--- config.mk ---
export PLATFORM = sky130hd
export DESIGN_NAME = riot_multi_timer
export DESIGN_NICKNAME = d
export VERILOG_FILES = /design/src/rtl/riot_multi_timer.sv
export SDC_FILE = /design/constraint.sdc
export NUM_CORES = 1
export LEC_CHECK = 0
export BUFFER_PORTS_ARGS = -buffer_cell sky130_fd_sc_hd__buf_2
export CAP_MARGIN = 20
export CORE_ASPECT_RATIO = 0.7
export CORE_MARGIN = 3
export CORE_UTILIZATION = 45
export DETAILED_ROUTE_END_ITERATION = 8
export PLACE_DENSITY = 0.67
export REMOVE_ABC_BUFFERS = 1
export SYNTH_ARGS = -nofsm -noshare
export SYNTH_HDL_FRONTEND = slang
export SYNTH_SLANG_ARGS = --single-unit
--- constraint.sdc ---
create_clock -name clk -period 4.85 [get_ports clk]
set_clock_uncertainty 0.1 [all_clocks]
set_input_delay 0.7275 -clock clk [delete_from_list [all_inputs] [get_ports clk]]
set_output_delay 0.7275 -clock clk [all_outputs]
set_load 0.05 [all_outputs]
--- src/rtl/riot_multi_timer.sv ---
// rtl/riot_multi_timer.sv - RIOT-style ports, PA edge detector and 1-4 interval timers
// Scratch RAM is present only when RIOT_RAM_EN is defined.
module riot_multi_timer #(
    parameter int NUM_TIMERS = 2,
    parameter int TIMER_W    = 8,
    parameter int RAM_AW     = 7
) (
    input  logic       clk,
    input  logic       reset,
    input  logic       ce,
    input  logic [6:0] addr,
    input  logic       RW_n,
    input  logic [7:0] d_in,
    output logic [7:0] d_out,
    input  logic       RS_n,
    input  logic       CS1,
    input  logic       CS2_n,
    output logic       IRQ_n,
    input  logic [7:0] PA_in,
    input  logic [7:0] PB_in,
    output logic [7:0] PA_out,
    output logic [7:0] PB_out,
    output logic       oe
);
    // Counters are kept 16 bits wide; the mask pins the upper byte to zero for 8-bit builds.
    localparam logic [15:0] CMASK = (TIMER_W == 16) ? 16'hFFFF : 16'h00FF;
    localparam logic [2:0]  NT    = 3'(NUM_TIMERS);

    logic [7:0]  ora, dda, orb, ddb;
    logic [15:0] cnt   [4];
    logic [15:0] latch [4];
    logic [9:0]  presc [4];
    logic [1:0]  psel  [4];
    logic [3:0]  irq_en, reload, roll, flags;
    logic        edge_flag, edge_pol, edge_irq_en, edge_prev;
    logic [2:0]  edge_idx;

`ifdef RIOT_RAM_EN
    logic [7:0]  ram [2**RAM_AW];
`endif

    logic        sel, wr, rd, tmr_sel, tsel_ok, edge_pin, edge_hit;
    logic [1:0]  tsel;
    logic [7:0]  rdata, pa_res;
    logic [15:0] commit_val;
    logic [3:0]  tick, zero, commit, lo_rd;
    logic        unused_bits;

    assign sel     = CS1 & ~CS2_n;
    assign oe      = sel & RW_n;
    assign wr      = sel & ce & ~RW_n;
    assign rd      = sel & ce & RW_n;
    assign tmr_sel = RS_n & addr[4];
    assign tsel    = addr[3:2];
    assign tsel_ok = {1'b0, tsel} < NT;

    assign PA_out = ora | ~dda;
    assign PB_out = orb | ~ddb;
    assign IRQ_n  = ~(|(flags & irq_en) | (edge_flag & edge_irq_en));

    // The edge detector watches the driven value on output pins, the pad on input pins.
    assign pa_res   = (dda & ora) | (~dda & PA_in);
    assign edge_pin = pa_res[edge_idx];
    assign edge_hit = edge_pol ? (edge_pin & ~edge_prev) : (~edge_pin & edge_prev);

    assign commit_val = (addr[1:0] == 2'd0) ? ({latch[tsel][15:8], d_in} & CMASK)
                                            : ({d_in, latch[tsel][7:0]} & CMASK);
    assign unused_bits = ^{addr[6:5], RAM_AW[0]};

    always_comb begin
        tick   = '0;
        zero   = '0;
        commit = '0;
        lo_rd  = '0;
        for (int i = 0; i < 4; i++) begin
            tick[i]   = roll[i] | (psel[i] == 2'd0)
                      | ((psel[i] == 2'd1) && (presc[i][2:0] == 3'd0))
                      | ((psel[i] == 2'd2) && (presc[i][5:0] == 6'd0))
                      | ((psel[i] == 2'd3) && (presc[i] == 10'd0));
            zero[i]   = (cnt[i] & CMASK) == 16'd0;
            commit[i] = wr & tmr_sel & tsel_ok & (tsel == 2'(i))
                      & ((addr[1:0] == 2'd1) | ((addr[1:0] == 2'd0) & (TIMER_W != 16)));
            lo_rd[i]  = rd & tmr_sel & (tsel == 2'(i)) & (addr[1:0] == 2'd0);
        end
    end

    always_comb begin
        rdata = 8'hFF;
        if (!RS_n) begin
`ifdef RIOT_RAM_EN
            rdata = ram[addr[RAM_AW-1:0]];
`endif
        end else if (!addr[4]) begin
            case (addr[1:0])
                2'd0:    rdata = PA_in & PA_out;
                2'd1:    rdata = dda;
                2'd2:    rdata = PB_in & PB_out;
                default: rdata = ddb;
            endcase
        end else if (addr[1:0] == 2'd3) begin
            rdata = {edge_flag, 3'b000, flags};
        end else if (tsel_ok) begin
            case (addr[1:0])
                2'd0:    rdata = cnt[tsel][7:0];
                2'd1:    rdata = cnt[tsel][15:8];
                default: rdata = {4'h0, reload[tsel], irq_en[tsel], psel[tsel]};
            endcase
        end
    end

    always_ff @(posedge clk) begin
        if (reset) begin
            d_out       <= 8'hFF;
            ora         <= '0;
            dda         <= '0;
            orb         <= '0;
            ddb         <= '0;
            irq_en      <= '0;
            reload      <= '0;
            roll        <= '0;
            flags       <= '0;
            edge_flag   <= 1'b0;
            edge_pol    <= 1'b0;
            edge_irq_en <= 1'b0;
            edge_prev   <= 1'b0;
            edge_idx    <= '0;
            for (int i = 0; i < 4; i++) begin
                cnt[i]   <= CMASK;
                latch[i] <= 16'hFFFF;
                presc[i] <= '0;
                psel[i]  <= 2'd2;
            end
`ifdef RIOT_RAM_EN
            for (int j = 0; j < 2**RAM_AW; j++) ram[j] <= '0;
`endif
        end else begin
            if (sel) d_out <= rdata;
            if (ce) begin
                edge_prev <= edge_pin;
                if (rd && tmr_sel && addr[1:0] == 2'd3) edge_flag <= 1'b0;
                if (edge_hit) edge_flag <= 1'b1;
                // Later assignments win: read-clear < zero-tick set < commit.
                for (int i = 0; i < 4; i++) begin
                    if (i < NUM_TIMERS) begin
                        presc[i] <= presc[i] + 10'd1;
                        if (lo_rd[i]) flags[i] <= 1'b0;
                        if (tick[i]) begin
                            if (zero[i]) begin
                                flags[i] <= 1'b1;
                                if (reload[i]) begin
                                    cnt[i] <= latch[i] & CMASK;
                                end else begin
                                    cnt[i]  <= CMASK;
                                    roll[i] <= 1'b1;
                                end
                            end else begin
                                cnt[i] <= (cnt[i] - 16'd1) & CMASK;
                            end
                        end
                        if (commit[i]) begin
                            cnt[i]   <= commit_val;
                            presc[i] <= '0;
                            flags[i] <= 1'b0;
                            roll[i]  <= 1'b0;
                        end
                    end
                end
                if (wr) begin
                    if (!RS_n) begin
`ifdef RIOT_RAM_EN
                        ram[addr[RAM_AW-1:0]] <= d_in;
`endif
                    end else if (!addr[4]) begin
                        case (addr[1:0])
                            2'd0:    ora <= d_in;
                            2'd1:    dda <= d_in;
                            2'd2:    orb <= d_in;
                            default: ddb <= d_in;
                        endcase
                    end else if (addr[1:0] == 2'd3) begin
                        edge_pol    <= d_in[0];
                        edge_irq_en <= d_in[1];
                        edge_idx    <= d_in[4:2];
                    end else if (tsel_ok) begin
                        case (addr[1:0])
                            2'd0: latch[tsel][7:0]  <= d_in;
                            2'd1: latch[tsel][15:8] <= d_in;
                            default: begin
                                psel[tsel]   <= d_in[1:0];
                                irq_en[tsel] <= d_in[2];
                                reload[tsel] <= d_in[3];
                            end
                        endcase
                    end
                end
            end
        end
    end
endmodule

# After elaboration in Yosys (flattened, before gate mapping)
# Memories as Yosys holds them, arrays and structs flattened.
# Index checks and enable logic that the tools add are counted.
# word_totals
ff_bits	59
latchBits	0
ram_bits	144
romBits	0
inputBits	38
out_inout_bits	26
word_cells	268
memories	4
# memory_table
memory	depth	word_bits	read_ports	rd_ports_with_merged_regs	wr	line	rtl
latch	4	16	3	0	4	31	logic [15:0] latch [4];
presc	4	10	2	0	4	32	logic [9:0] presc [4];
cnt	4	8	3	0	4	30	logic [15:0] cnt [4];
psel	4	2	3	0	4	33	logic [1:0] psel [4];
# classes
n_addsub	4
multipliers	0
div_mod_pow	0
n_lt_le_gt_ge	4
n_eq_ne	12
n_shift	0
mux	128
bitwise_logic	61
reduce_logical	40
# op_table
cell	count
2-to-1 mux 8 bit	13
2-to-1 mux 1 bit	98
2-to-1 mux 10 bit	4
bitwise AND 8 bit	4
logical NOT 16 bit	2
AND reduction 5 bit	5
bitwise OR 8 bit	3
one-hot mux 8 bit (3 select lines)	1
bitwise OR 1 bit	22
adder 10 x 1 -> 10 bit, second input constant	2
bitwise AND 1 bit	20
logical NOT 10 bit	2
2-to-1 mux 16 bit	1
NOT 8 bit	2
one-hot mux 8 bit (2 select lines)	1
OR reduction 16 bit	1
subtractor 8 x 1 -> 8 bit, second input constant	2
equality test 2 bit, second input constant	6
logical NOT 6 bit	2
nonzero test 2 bit	5
logical AND 1 bit	9
NOT 1 bit	9
bitwise mux 4 bit	2
equality test 2 x 1 -> 1 bit, second input constant	4
other kinds (18)	29

# Logic depth before layout (Yosys ltp)
# An unclocked memory read counts as a cell.
# logic_depth
word_depth	14
depth_mapped	9
depth_no_buf	7

# Worst setup path before layout
# Ideal clock, no wire load.
# synth_path
path_type	input port to flip-flop
startpoint	in addr[4]
endpoint	mem latch[0][0], enable pin
setup_ns	0.309
arrival_time_ns	2.148
required_time_ns	4.441
path_slack_ns	2.293
stages	8
path_buffers	3
path_cell_list	buf_2 and4b_1 buf_2 nand4_1 buf_2 nor2_4 and2_1 or2_2
# synth_lines
element	line	rtl
from (decl)	11	input logic [6:0] addr,
to (decl)	31	

==> metrics.txt <==
warnings from Yosys=0; ANT cells=0; worst path bufs/invs=1; CP max FO=17; number of synthesized flops with an enable pin=72; width of the die=154.9 um; Seq/Total Area, Yosys=0.4674; Initial Util=0.4669; maxcap violations=0; gp weighted congestion=0.9351; routed wire length=20.16 mm; Die ar.=17070 um^2; final worst setup slack=1574 ps; die height=110.2 um; Routed Antenna Nets=0; Top delay family on crit path=simple AND/OR/NAND/NOR gates; maximum clock rate=305.3 MHz; Via density=6.065; Distinct cells, synth=67; post-DR wirelength/cell=20.93 um; Setup Fix Bufs, Post-CTS=0; Worst setup SP type=input port; GRT overflow=0; most common library cells after synthesis=76 x nor2_1, 72 x edfxtp_1, 55 x dfxtp_1, 55 x nand2_1, 40 x nand2b_1; Hold Path Class=reg -> reg; post-DP HPWL=14.43 mm; nets=799; Skew-Pair Late Insertion Delay=410 ps; synth top area cells=edfxtp_1 31%, dfxtp_1 16%, mux2i_1 4.9%, nor2_1 4.1%, nand2b_1 3.6%; Post-CTS Hold Fix Bufs=0; DRC=0; Place WS=1193 ps; setup TNS=0 ps; first-pass GRT wire length=30.42 mm; final period utilization=0.6754; Core Box Area=14950 um^2; VDD IR max=0.2194 mV; Final Max Tran Viols=0; First-pass DRT Iterations=5; synthesized cell area=6982 um^2; Total GRT Usage=0.2342; required time worst endpoint=4850 ps; clk buf depth=2; CTS tree=built; First DRT Iteration DRCs=791; Worst Path Arrival=3280 ps; clock-pin slew on the worst setup and hold paths=60 ps; total CTS buffers=17; RSZ-0062 raised after global routing=no; Synth Area per Inst=9.889 um^2; count leader, synth=nor2_1; post-CTS resize count=0; P&R area growth vs syn=14.87%; status=complete, no violations; largest net degree at the start of global routing=72; pwr/cell area=343.2 nW/um^2; IO Pins=64; root buf cell=clkbuf_16; worst stage delay on the critical path=640 ps; worst setup path class=in -> reg; critical-path cell list=buf_2 > and4b_1 > nand4_1 > nor2_4 > and2_1 > or2_2; Port Buffer Count=61; post-synth top area share=0.3097; post-synthesis cell count=706; initial antenna violation count=0; Slew headroom=0.4673; area leader, netlist=edfxtp_1; number of cell rows=37; minimum clock period=3276 ps; H-tree levels=4; vias after detailed routing=5841; flops & latches, synth=127; Final Core Density=0.5364; Final Setup Violations=0; vias in the first global route=5280; worst slew pin tran=791.7 ps; layout cells sized above 1=0.2018; CP Capture Type=flop; clk sinks=127; critical path's slowest cell=nand4_1; Leakage=2.841 nW; Top FF cell, synth=edfxtp_1; ys async rst share=0; final hold viol count=0
[final cells by class]
class / count / area (um^2)
Fill cell: 1320 / 6933
Multi-Input combinational cell: 522 / 3483
Sequential cell: 127 / 3263
Clock buffer: 20 / 489.2
Timing Repair Buffer: 66 / 342.8
Tap cell: 195 / 244.0
Clock inverter: 12 / 118.9
Inverter: 21 / 78.83
[worst register-to-register path: stages, from the launching register on]
cell and delay [ps]:
edfxtp_1 450, inv_1 90, ha_1 130, nor2b_1 200, nand3_1 260, a31oi_1 730, o221ai_1 270
[power breakdown]
group          total (mW)  internal, mW  leakage (nW)  switching [mW]
combinational       0.247        0.0845          1.39           0.162
sequential           1.21          1.18          1.15          0.0314
clock                1.30         0.792         0.304           0.504
total                2.75          2.05          2.84           0.698
[cell usage in the layout, fill, tap and decap left out, types with 14 or more instances in the layout]
cell	instances
a21oi_1	35
buf_2	61
clkbuf_16	19
dfxtp_1	55
edfxtp_1	72
inv_1	21
mux2i_1	34
nand2_1	55
nand2b_1	40
nand3_1	39
nor2_1	76
o21ai_0	21
or2_2	14
xnor2_1	16
[state kept, by name (all words and copies together) (netlist names), 2 cells and up]
signal	flops
orb	8
flags	2
roll	2
psel	4
ora	8
cnt	16
ddb	8
reload	2
presc	20
irq_en	2
dda	8
edge_idx	3
latch	32
d_out	8
[kinds of logic (layout without fill, tap and decap cells)]
kind of cell / count (synthesis) / after routing / synth area share
AOI/OAI and AO/OA: 133 / 133 / 0.1324
buffers and inverters: 64 / 119 / 0.03817
xor gates and xnor gates: 26 / 26 / 0.03262
and+or+nand+nor: 294 / 294 / 0.2194
muxes: 55 / 55 / 0.09875
adders and majority gates: 6 / 6 / 0.01075
other: 1 / 8 / 0.0005371
DFF: 127 / 127 / 0.4674
[worst paths after layout]
kind,startpoint,to,slack [ps],cells past startpoint
min reg2reg,orb[3],orb[3],350,2
min,orb[3],orb[3],350,2
max reg2reg,presc[0][10],cnt[1][3],2300,6
max,addr[4],latch[0][0],1570,6
[layer usage]
metal / up-vias / global-route usage / routed length [um]
li1: 2692 / - / -
met1: 2814 / 0.3715 / 9532
met2: 311 / 0.3131 / 8221
met3: 24 / 0.06789 / 2235
met4: 0 / 0.04348 / 171
met5: - / 0 / 0
[stage by stage]
stage / instances / power [mW] / hold slack, ps / area [um^2]
floorplan: 670 / 1.356 / 325.2 / 6820
global placement: 931 / 1.467 / 340.0 / 7412
global route: 963 / 2.837 / 384.5 / 8020
finish: 963 / 2.752 / 353.6 / 8020
detailed placement: 931 / 1.473 / 345.8 / 7412
CTS: 963 / 2.761 / 354.5 / 8020
No activity file was read; power rests on OpenSTA's default activity.
